### src/rtl/alu_operand_stage_if.sv
//------------------------------------------------------------------------------
// alu_operand_stage_if
// Handshake and operand bus between upstream select logic, the operand stage
// and the ALU. Forwarding signals exist only with ALU_OPERAND_STAGE_FWD_EN.
// Revision: 1.0
//------------------------------------------------------------------------------
`default_nettype none

interface alu_operand_stage_if #(
    parameter int WIDTH = 32,
    parameter int CNT_W = 8
);
    logic             flush;
    logic             in_valid;
    logic             in_ready;
    logic             sel_a;
    logic [1:0]       sel_b;
    logic [WIDTH-1:0] pc;
    logic [WIDTH-1:0] reg_a;
    logic [WIDTH-1:0] reg_b;
    logic [WIDTH-1:0] imm;
    logic             out_valid;
    logic             out_ready;
    logic [WIDTH-1:0] op_a;
    logic [WIDTH-1:0] op_b;
    logic [CNT_W-1:0] stall_cnt;
`ifdef ALU_OPERAND_STAGE_FWD_EN
    logic             fwd_valid;
    logic             fwd_hit_a;
    logic             fwd_hit_b;
    logic [WIDTH-1:0] fwd_data;

    modport master (
        output flush, in_valid, sel_a, sel_b, pc, reg_a, reg_b, imm, out_ready,
        output fwd_valid, fwd_hit_a, fwd_hit_b, fwd_data,
        input  in_ready, out_valid, op_a, op_b, stall_cnt
    );
    modport slave (
        input  flush, in_valid, sel_a, sel_b, pc, reg_a, reg_b, imm, out_ready,
        input  fwd_valid, fwd_hit_a, fwd_hit_b, fwd_data,
        output in_ready, out_valid, op_a, op_b, stall_cnt
    );
`else
    modport master (
        output flush, in_valid, sel_a, sel_b, pc, reg_a, reg_b, imm, out_ready,
        input  in_ready, out_valid, op_a, op_b, stall_cnt
    );
    modport slave (
        input  flush, in_valid, sel_a, sel_b, pc, reg_a, reg_b, imm, out_ready,
        output in_ready, out_valid, op_a, op_b, stall_cnt
    );
`endif
endinterface

`default_nettype wire

### src/rtl/alu_operand_stage.sv
//------------------------------------------------------------------------------
// alu_operand_stage
// Registered ALU operand select with one-entry valid/ready buffer, flush and a
// saturating stall counter. Optional forwarding: ALU_OPERAND_STAGE_FWD_EN.
// Revision: 1.0
//------------------------------------------------------------------------------
`default_nettype none

module alu_operand_stage #(
    parameter int WIDTH     = 32,
    parameter int PC_INC    = 4,
    parameter int IMM_SHIFT = 2,
    parameter int CNT_W     = 8
) (
    input  wire logic          clk,
    input  wire logic          reset,
    alu_operand_stage_if.slave bus
);
    localparam logic [WIDTH-1:0] c_pc_inc = WIDTH'(PC_INC);

    typedef enum logic [0:0] {
        EMPTY = 1'b0,
        FULL  = 1'b1
    } state_t;

    state_t           r_state;
    state_t           w_state_next;
    logic [WIDTH-1:0] r_op_a;
    logic [WIDTH-1:0] r_op_b;
    logic [CNT_W-1:0] r_stall_cnt;
    logic [WIDTH-1:0] w_sel_a;
    logic [WIDTH-1:0] w_sel_b;
    logic             w_in_ready;
    logic             w_capture;
    logic             w_stall;

    assign w_in_ready = !reset && ((r_state == EMPTY) || bus.out_ready);
    assign w_capture  = bus.in_valid && w_in_ready && !bus.flush;
    assign w_stall    = (r_state == FULL) && !bus.out_ready && !bus.flush;

    always_comb begin
        w_sel_a = bus.sel_a ? bus.pc : bus.reg_a;
        case (bus.sel_b)
            2'b00:   w_sel_b = bus.reg_b;
            2'b01:   w_sel_b = c_pc_inc;
            2'b10:   w_sel_b = bus.imm;
            default: w_sel_b = bus.imm << IMM_SHIFT;
        endcase
`ifdef ALU_OPERAND_STAGE_FWD_EN
        // Forwarding overrides B only when B would have come from the register file
        if (bus.fwd_valid && bus.fwd_hit_a) begin
            w_sel_a = bus.fwd_data;
        end
        if (bus.fwd_valid && bus.fwd_hit_b && (bus.sel_b == 2'b00)) begin
            w_sel_b = bus.fwd_data;
        end
`endif
    end

    always_ff @(posedge clk) begin
        if (reset) begin
            r_state <= EMPTY;
        end else begin
            r_state <= w_state_next;
        end
    end

    always_comb begin
        w_state_next = r_state;
        case (r_state)
            EMPTY: begin
                if (w_capture) begin
                    w_state_next = FULL;
                end
            end
            FULL: begin
                if (bus.flush) begin
                    w_state_next = EMPTY;
                end else if (bus.out_ready && !w_capture) begin
                    w_state_next = EMPTY;
                end
            end
            default: w_state_next = EMPTY;
        endcase
    end

    // Flush drops the capture but leaves the last operands in place
    always_ff @(posedge clk) begin
        if (reset) begin
            r_op_a <= '0;
            r_op_b <= '0;
        end else if (w_capture) begin
            r_op_a <= w_sel_a;
            r_op_b <= w_sel_b;
        end
    end

    always_ff @(posedge clk) begin
        if (reset) begin
            r_stall_cnt <= '0;
        end else if (w_stall && (r_stall_cnt != '1)) begin
            r_stall_cnt <= r_stall_cnt + 1'b1;
        end
    end

    assign bus.in_ready  = w_in_ready;
    assign bus.out_valid = (r_state == FULL);
    assign bus.op_a      = r_op_a;
    assign bus.op_b      = r_op_b;
    assign bus.stall_cnt = r_stall_cnt;

endmodule

`default_nettype wire

### src/flat_wrapper.sv
// flat-port wrapper written by rule: the top's interface ports become plain ports
module alu_operand_stage_flat 
#(
    parameter int WIDTH     = 32,
    parameter int PC_INC    = 4,
    parameter int IMM_SHIFT = 2,
    parameter int CNT_W     = 8
)
  (clk, reset, bus_flush, bus_in_valid, bus_sel_a, bus_sel_b, bus_pc, bus_reg_a, bus_reg_b, bus_imm, bus_out_ready, bus_in_ready, bus_out_valid, bus_op_a, bus_op_b, bus_stall_cnt);
  alu_operand_stage_if #(.WIDTH(WIDTH), .CNT_W(CNT_W)) bus_i ();
  input  wire logic clk;
  input  wire logic reset;
  input wire logic [$bits(bus_i.flush)-1:0] bus_flush;
  input wire logic [$bits(bus_i.in_valid)-1:0] bus_in_valid;
  input wire logic [$bits(bus_i.sel_a)-1:0] bus_sel_a;
  input wire logic [$bits(bus_i.sel_b)-1:0] bus_sel_b;
  input wire logic [$bits(bus_i.pc)-1:0] bus_pc;
  input wire logic [$bits(bus_i.reg_a)-1:0] bus_reg_a;
  input wire logic [$bits(bus_i.reg_b)-1:0] bus_reg_b;
  input wire logic [$bits(bus_i.imm)-1:0] bus_imm;
  input wire logic [$bits(bus_i.out_ready)-1:0] bus_out_ready;
  output wire logic [$bits(bus_i.in_ready)-1:0] bus_in_ready;
  output wire logic [$bits(bus_i.out_valid)-1:0] bus_out_valid;
  output wire logic [$bits(bus_i.op_a)-1:0] bus_op_a;
  output wire logic [$bits(bus_i.op_b)-1:0] bus_op_b;
  output wire logic [$bits(bus_i.stall_cnt)-1:0] bus_stall_cnt;
  assign bus_i.flush = bus_flush;
  assign bus_i.in_valid = bus_in_valid;
  assign bus_i.sel_a = bus_sel_a;
  assign bus_i.sel_b = bus_sel_b;
  assign bus_i.pc = bus_pc;
  assign bus_i.reg_a = bus_reg_a;
  assign bus_i.reg_b = bus_reg_b;
  assign bus_i.imm = bus_imm;
  assign bus_i.out_ready = bus_out_ready;
  assign bus_in_ready = bus_i.in_ready;
  assign bus_out_valid = bus_i.out_valid;
  assign bus_op_a = bus_i.op_a;
  assign bus_op_b = bus_i.op_b;
  assign bus_stall_cnt = bus_i.stall_cnt;
  alu_operand_stage #(.WIDTH(WIDTH), .PC_INC(PC_INC), .IMM_SHIFT(IMM_SHIFT), .CNT_W(CNT_W)) u_core (.clk(clk), .reset(reset), .bus(bus_i));
endmodule
### config.mk
export PLATFORM = sky130hd
export DESIGN_NAME = alu_operand_stage_flat
export DESIGN_NICKNAME = d
export VERILOG_FILES = /design/src/rtl/alu_operand_stage_if.sv /design/src/rtl/alu_operand_stage.sv /design/src/flat_wrapper.sv
export SDC_FILE = /design/constraint.sdc
export NUM_CORES = 1
export LEC_CHECK = 0
export BUFFER_PORTS_ARGS = -buffer_cell sky130_fd_sc_hd__buf_4
export CAP_MARGIN = 20
export CORE_MARGIN = 2
export CORE_UTILIZATION = 45
export DETAILED_ROUTE_END_ITERATION = 16
export PLACE_DENSITY_LB_ADDON = 0.25
export SYNTH_ARGS = -nofsm -noshare
export SYNTH_HDL_FRONTEND = slang
export SYNTH_SLANG_ARGS = --single-unit
### constraint.sdc
create_clock -name clk -period 1.7 [get_ports clk]
set_input_delay 0.085 -clock clk [delete_from_list [all_inputs] [get_ports clk]]
set_output_delay 0.085 -clock clk [all_outputs]
set_load 0.1 [all_outputs]
## Word level (Yosys, flattened, before mapping)

Cells that the tools add are included.

- Reduce and logical (&&, ||, !) cells: 13
- Equality and inequality tests: 3
- $add $sub $neg: 1
- Bitwise logic cells: 1
- Multiplexer cells: 6

Operator list:

| kind | number |
|---|---|
| $pmux 32 s3 | 1 |
| $mux 32 | 1 |
| $add 8x1->8 const B | 1 |
| $ne 8x8->1 const B | 1 |
| $logic_and 1x1->1 | 7 |
| $logic_not 1->1 | 4 |
| $mux 1 | 3 |
| $eq 2x1->1 const B | 1 |
| $eq 2x2->1 const B | 1 |
| $logic_not 2->1 | 1 |
| $pmux 1 s2 | 1 |
| $logic_or 1x1->1 | 1 |
| $not 1->1 | 1 |

- Input port bits: 136
- Word-level logic and storage cells: 28
- Bits in registers: 73

## Longest topological paths before layout

Gate-level depths: netlist of the first run.

- Depth in word-level cells: 10
- Gate-level depth with buffers: 7

## Least setup slack after synthesis of the first run

No wires, ideal clock.

- Kind: register -> output
- Start point: register u_core.r_state, in the netlist u_core.bus.out_valid
- End point: output bus_in_ready
- Data required time: 1.615 ns
- Path buffers: 0
- Arrival time: 2.189 ns
- Stages on the path, launching flop included: 3
- Setup slack: -0.574 ns
- Cells stage by stage: dfxtp_1 -> nor2b_1 -> nor2_1

- Cells in the longest elaborated chain, start to end: 3

RTL lines:

| element | RTL line | RTL |
|---|---|---|
| start: declaration | alu_operand_stage.sv:26 | `state_t r_state;` |
| start signal: assignment | alu_operand_stage.sv:64 | `r_state <= w_state_next;` |
| $not 1->1 | alu_operand_stage.sv:37 | `assign w_in_ready = !reset && ((r_state == EMPTY) \|\| bus.out_ready);` |
| $logic_or 1x1->1 | alu_operand_stage.sv:37 |  |
| $logic_and 1x1->1 | alu_operand_stage.sv:37 |  |
| end: declaration | flat_wrapper.sv:22 | `output wire logic [$bits(bus_i.in_ready)-1:0] bus_in_ready;` |

Every way passes these cells.

## Worst setup path after layout of the first run

- Start point: input bus_in_valid
- End point: register u_core.r_op_b[17], in the netlist u_core.bus.op_b[17]

- Cells in the longest elaborated chain, start to end: 2

RTL lines:

| element | RTL line | RTL |
|---|---|---|
| start: declaration | flat_wrapper.sv:14 | `input wire logic [$bits(bus_i.in_valid)-1:0] bus_in_valid;` |
| $logic_and 1x1->1 (2 in series) | alu_operand_stage.sv:38 | `assign w_capture = bus.in_valid && w_in_ready && !bus.flush;` |
| end signal: assignment | alu_operand_stage.sv:94 | `r_op_b <= w_sel_b;` |
| end: declaration | alu_operand_stage.sv:29 | `logic [WIDTH-1:0] r_op_b;` |

Every way passes these cells.
A chain may end at the register's enable or synchronous reset.

==> results of run 1 <==
## cell usage in the layout (no fill, tap or decap), types with 2 or more instances in the layout
| cell type | netlist | routed |
|---|---|---|
| nand4_1 | 2 | 2 |
| mux2i_1 | 64 | 64 |
| buf_12 | 0 | 3 |
| nor2_1 | 95 | 94 |
| o21ai_0 | 2 | 2 |
| nor3_1 | 2 | 2 |
| dfxtp_2 | 0 | 7 |
| a211oi_2 | 32 | 32 |
| a311oi_1 | 27 | 27 |
| nor3_2 | 26 | 26 |
| or3_1 | 2 | 2 |
| buf_4 | 2 | 214 |
| a21oi_1 | 5 | 5 |
| xor2_1 | 5 | 5 |
| dfxtp_4 | 0 | 2 |
| nand3_1 | 4 | 4 |
| o21a_1 | 2 | 2 |
| dfxtp_1 | 73 | 64 |
| nand2_1 | 9 | 9 |
| clkbuf_8 | 0 | 14 |
## final cells by class
| cell class | count | share of cell area |
|---|---|---|
| clock buffer | 15 | 0.0342 |
| clock inverter | 1 | 0.00522 |
| multi-input combinational | 294 | 0.388 |
| sequential | 73 | 0.257 |
| tap | 108 | 0.0235 |
| timing repair buffer | 218 | 0.292 |
## sequential cells by signal (all words and copies together) (netlist names)
| signal | count |
|---|---|
| u_core.bus.out_valid | 1 |
| u_core.bus.op_a | 32 |
| u_core.bus.stall_cnt | 8 |
| u_core.bus.op_b | 32 |
## kinds of logic after synthesis
kind of cell / count (synthesis) / share of synthesized area
simple gates: 148 / 0.197
compound gates: 74 / 0.189
flops: 73 / 0.374
mux: 65 / 0.167
buf+inv: 40 / 0.0576
xor+xnor: 6 / 0.0134
fa+ha+maj: 1 / 0.00320
## path summary, 6_finish.rpt
kind | from | endpoint
max reg2reg | u_core.bus.stall_cnt[0] | u_core.bus.stall_cnt[1]
max | bus_in_valid | u_core.bus.op_b[17]
min | bus_flush | u_core.bus.out_valid
min reg2reg | u_core.bus.op_b[1] | u_core.bus.op_b[1]
## metal layers
| layer | vias to the layer above | part of all wire | track usage |
|---|---|---|---|
| met5 | - | 0 | 0 |
| li1 | 1848 | - | - |
| met1 | 1684 | 0.41 | 0.259 |
| met2 | 140 | 0.50 | 0.385 |
| met3 | 18 | 0.069 | 0.0547 |
| met4 | 0 | 0.020 | 0.0748 |
## through the flow
stage               utilization  area (sq um)  cells
floorplan                     -          3930    407
global placement          0.642          5510    692
detailed placement        0.642          5510    692
CTS                       0.669          5750    709
global route              0.669          5750    709
finish                    0.669          5750    709
## critical path: cells and delay by family
kind | cells | cell delay, ns
simple gates | 2 | 0.14
buf+inv | 3 | 0.96
compound gates | 1 | 0.40
## where the power goes
part / internal [mW] / switching [mW]
Clock: 0.881 / 0.603
Combinational: 0.484 / 0.947
Sequential: 1.78 / 0.0404
==> flow_metrics.py, run 1 <==
metrics = {
    "cts": {
        "cts_buffers": 9,
        "clkTransAtPathRegs_ns": 0.07,
        "cts_max_level": 3,
        "cts_resized": 0,
        "post_cts_buffers": 0,
        "cts_num_sinks": 73,
        "cts-root-buf": "clkbuf_8",
        "clkLatencyLatePin_ns": 0.33,
        "clockBufferDepth": 2,
        "cts_tree": "built",
        "postCtsHoldBufs": 1,
    },
    "job": {
        "maxCapViolCount": 0,
    },
    "final_layout": {
        "multi_input_area_sq_um": 2230,
        "post_route_cells_drive_above_1_share": 0.506,
        "antennaDiodeCount": 0,
        "register_area_sq_um": 1480,
        "nets": 733,
        "fillers": 714,
        "syn_to_final_growth_pct": 46.9,
    },
    "sta": {
        "rsz0062_at_grt": "no",
        "final.setup.worst_slack_ns": 0.322,
        "fin_tns_setup_ns": 0,
        "hold_viol": 0,
        "worstMarginPinSlew_ns": 0.553,
        "relSlewSlack": 0.631,
        "setup_viol_count_final": 0,
        "hold_ws_ns": 0.0364,
        "skew_ns": 0.00684,
        "min_period_ns": 1.38,
        "finalCritPeriodShare": 0.811,
        "fmax_ghz": 0.726,
        "drv_slew": 0,
    },
    "placed_design": {
        "dp_slack_ns": 0.339,
        "port_buffers": 209,
        "gp_congestion": 0.816,
        "dpl.hpwl_um": 7840,
    },
    "global_routing": {
        "grt-ovfl-total": 0,
        "grt_pass1_vias": 3610,
        "grt_max_degree": 75,
        "gr-usage-all-layers": 0.218,
        "antenna_found_initial": 0,
        "grt_pass1_wl_um": 17100,
    },
    "worst_setup_path": {
        "path_max_fanout": 34,
        "required_ns": 1.90,
        "r2r_slack_ns": 0.33,
        "crit_path_end_kind": "flop",
        "cp_slowest_cell": "dlygate4sd3_1",
        "path_cells": "dlygate4sd3_1 -> buf_4 -> nand3_1 -> buf_4 -> a311oi_1 -> nor3_2",
        "cp.arrival_ns": 1.58,
        "cp_common_cell": "buf_4",
        "cp_slowest_stage_delay_ns": 0.56,
        "path_class": "in2reg",
        "cp-start-kind": "primary input",
        "reg2regPathDepth": 5,
    },
    "yosys": {
        "syn-num-nets": 544,
        "synth_warnings": 0,
        "synth_most_common_cell": "nor2_1",
        "synth_area_leaders": "dfxtp_1, mux2i_1, a211oi_2",
        "synth.top_cell.area_share": 0.374,
        "synthTopCellsByCount": "nor2_1, dfxtp_1, mux2i_1",
        "yosys.cell_types.count": 35,
        "synth_cells": 407,
        "syn_area_per_cell_sq_um": 9.61,
        "async_flop_share": 0,
        "ys_ff_latch": 73,
        "ys_seq_area_frac": 0.374,
        "yosys.area.top_type": "dfxtp_1",
        "synth_area_sq_um": 3910,
        "synth_edf_count": 0,
        "synth-main-ff-cell": "dfxtp_1",
    },
    "floorplanning": {
        "die_w_um": 97.2,
        "fp.dieH_um": 97.2,
        "ios": 210,
        "dieArea_sq_um": 9460,
        "start_util": 0.455,
        "coreArea_sq_um": 8590,
        "rows": 34,
    },
    "route": {
        "finalWirelength_um": 10600,
        "dr.pass1.iters": 4,
        "via_per_inst": 5.20,
        "vias": 3690,
        "drt_iter0_drc": 100,
        "drc": 0,
        "ant_nets": 0,
        "wl_per_cell_um": 14.9,
    },
    "hold_path": {
        "hold_path_class": "in2reg",
        "whs_path_depth": 3,
    },
    "power_and_ir_drop": {
        "power_density_nw_per_um2": 824,
        "power_leakage_nw": 2.55,
        "total_power_mw": 4.74,
        "ir_drop_mv": 0.580,
    },
    "outcome": {
        "status": "finished clean",
    },
}
(Power assumes the default switching activity.)
==> run 2, diff against run 1 <==
==> constraint.sdc (replaced) <==
create_clock -name clk -period 1.3 [get_ports clk]
set_input_delay 0.065 -clock clk [delete_from_list [all_inputs] [get_ports clk]]
set_output_delay 0.065 -clock clk [all_outputs]
set_load 0.1 [all_outputs]
==> run 2 against run 1 <==
  * The run now ends with setup timing left
  * Total power is 35% higher
  * Clock power up 32%
  * Critical path type is now reg2reg
  * Setup slack lost 0.34 ns
  * Cell area rose by 12%
  * Critical path depth is 1 lower
  * Hold slack better by 0.0055 ns
  * Global-route usage rose by 1.8 points
  * First-iteration DRC count is 23% higher
  * Clock-buffer cell count shrank 2
  * Wire length grew 14%
  * Register-to-register slack lost 0.35 ns
==> flow_metrics.py, run 2 (synthesized netlist as in run 1, its figures left out) <==
metrics = {
    "sta": {
        "fmax_ghz": 0.760,
        "worstMarginPinSlew_ns": 0.658,
        "hold_viol": 0,
        "skew_ns": 0.00860,
        "final.setup.worst_slack_ns": -0.0153,
        "rsz0062_at_grt": "yes",
        "drv_slew": 0,
        "setup_viol_count_final": 3,
        "relSlewSlack": 0.562,
        "finalCritPeriodShare": 1.01,
        "min_period_ns": 1.32,
    },
    "worst_setup_path": {
        "crit_path_end_kind": "flop",
        "path_cells": "nor3b_4 -> buf_4 -> and4bb_1 -> xnor2_1 -> nor2_1",
        "cp-start-kind": "flop",
        "worst-path-stages": 5,
        "critical_path.startpoint": "u_core.bus.out_valid",
        "r2r_slack_ns": -0.02,
        "cp.arrival_ns": 1.53,
        "cp_slowest_stage_delay_ns": 0.37,
        "required_ns": 1.51,
        "r2r-end": "u_core.bus.stall_cnt[6]",
        "critical_path.top_delay_family": "simple AND/OR/NAND/NOR gates",
        "path_max_fanout": 4,
        "r2r-start": "u_core.bus.out_valid",
        "crit_buf_inv": 1,
        "path_class": "reg2reg",
        "cp_slowest_cell": "dfxtp_4",
        "reg2regPathDepth": 5,
        "crit_end": "u_core.bus.stall_cnt[6]",
    },
    "route": {
        "met1_length_um": 4790,
        "top_layer_used": "met4",
        "dr.pass1.iters": 4,
        "finalWirelength_um": 12100,
        "vias": 3905,
        "ant_nets": 0,
        "met3WireLength_um": 804,
        "drc": 0,
        "via_per_inst": 5.36,
        "wl_per_cell_um": 16.6,
        "drt_iter0_drc": 123,
        "dr_wl_met2_um": 6070,
    },
    "cts": {
        "clkLatencyLatePin_ns": 0.33,
        "cts_num_sinks": 73,
        "cts_tree": "built",
        "clkTransAtPathRegs_ns": 0.08,
        "cts_max_level": 3,
        "clockBufferDepth": 2,
        "cts_buffers": 9,
        "cts-root-buf": "clkbuf_8",
    },
    "final_layout": {
        "layoutNonFillerInstCount": 728,
        "nets": 752,
        "post-route-util": 0.749,
        "fillers": 609,
        "layout_common_cells": "buf_4, nor2_1, mux2i_1, dfxtp_1, a211oi_2",
        "syn_to_final_growth_pct": 64.6,
        "post_route_cells_drive_above_1_share": 0.598,
        "multi_input_area_sq_um": 2500,
        "register_area_sq_um": 1500,
        "antennaDiodeCount": 0,
        "final_common_cell": "buf_4",
    },
    "power_and_ir_drop": {
        "p_comb_frac": 0.322,
        "swShare": 0.346,
        "power_frac_seq": 0.373,
        "power_density_nw_per_um2": 992,
        "pwr-share-clk": 0.305,
        "internal_power_mw": 4.18,
        "power_leakage_nw": 2.84,
        "switchingPower_mw": 2.21,
        "ir_drop_mv": 0.539,
    },
    "placed_design": {
        "port_buffers": 209,
        "dp_cells": 697,
        "gp_congestion": 0.799,
        "dp_slack_ns": -0.00560,
        "dpl.hpwl_um": 8000,
    },
    "global_routing": {
        "gr-usage-all-layers": 0.236,
        "grt_pass1_wl_um": 18600,
        "antenna_found_initial": 0,
        "grt_pass1_vias": 3983,
        "grt-ovfl-total": 0,
        "grt_max_degree": 63,
    },
    "outcome": {
        "status": "finished, violations left",
        "violations": "setup timing",
    },
    "job": {
        "maxCapViolCount": 0,
    },
    "floorplanning": {
        "dieArea_sq_um": 9460,
        "fp.dieH_um": 97.2,
        "coreArea_sq_um": 8590,
        "rows": 34,
        "ios": 210,
        "die_w_um": 97.2,
        "start_util": 0.455,
    },
    "hold_path": {
        "hold_path_class": "in2reg",
    },
}
[run 2: worst min path at each step]
stage | start | to | slack [ns] | cells past startpoint
finish | reset | u_core.bus.out_valid | 0.04 | 3
global route | reset | u_core.bus.out_valid | 0.05 | 3
CTS | bus_imm[27] | u_core.bus.op_b[29] | 0.03 | 3
detailed placement | bus_in_valid | u_core.bus.out_valid | 0.31 | 2
global placement | bus_in_valid | u_core.bus.out_valid | 0.30 | 2
floorplan | bus_in_valid | u_core.bus.out_valid | 0.19 | 1
[run 2: power groups by stage]
stage          clock network (mW)  registers (mW)  logic, mW
2_1_floorplan                   0            3.15      0.592
3_3_place_gp                    0            2.43       1.89
3_5_place_dp                    0            2.43       1.92
4_1_cts                      1.99            2.38       1.99
5_1_grt                      2.08            2.40       2.15
6_report                     1.95            2.39       2.05
[run 2: final cells by class]
cell class	instances	share of cell area
Clock inverter	3	0.00680
Sequential cell	73	0.232
Clock buffer	13	0.0280
Tap cell	108	0.0210
Multi-Input combinational cell	294	0.388
Timing Repair Buffer	237	0.324
[run 2: layer usage]
layer  vias up  GRT usage
met3        31     0.0504
li1       1897          -
met1      1819      0.283
met2       158      0.407
met5         -          0
met4         0      0.106
[run 2: what timing repair did]
item / 4_1_cts / 5_1_grt
endpoints found under the hold margin: 1 / 0
pin swaps: 7 / 46
cloned: 3 / 7
gates resized for setup: 19 / 23
hold buffers: 1 / 0
setup endpoints to repair: 27 / 52
setup buffers: 1 / 3
[run 2: through the flow]
step                hold slack, ns  instance area, sq um  TNS, ns  total power, mW
floorplan                    0.188                  4050    -8.28             3.74
global placement             0.305                  5710        0             4.32
detailed placement           0.313                  5710  -0.0177             4.35
CTS                         0.0284                  6170  -0.0401             6.36
global route                0.0476                  6440    -1.15             6.63
finish                      0.0418                  6440  -0.0291             6.39
[run 2: tightest hold or removal path, stage by stage]
cell	delay [ns]
buf_4	0.08
nor2_1	0.07
o21a_1	0.12
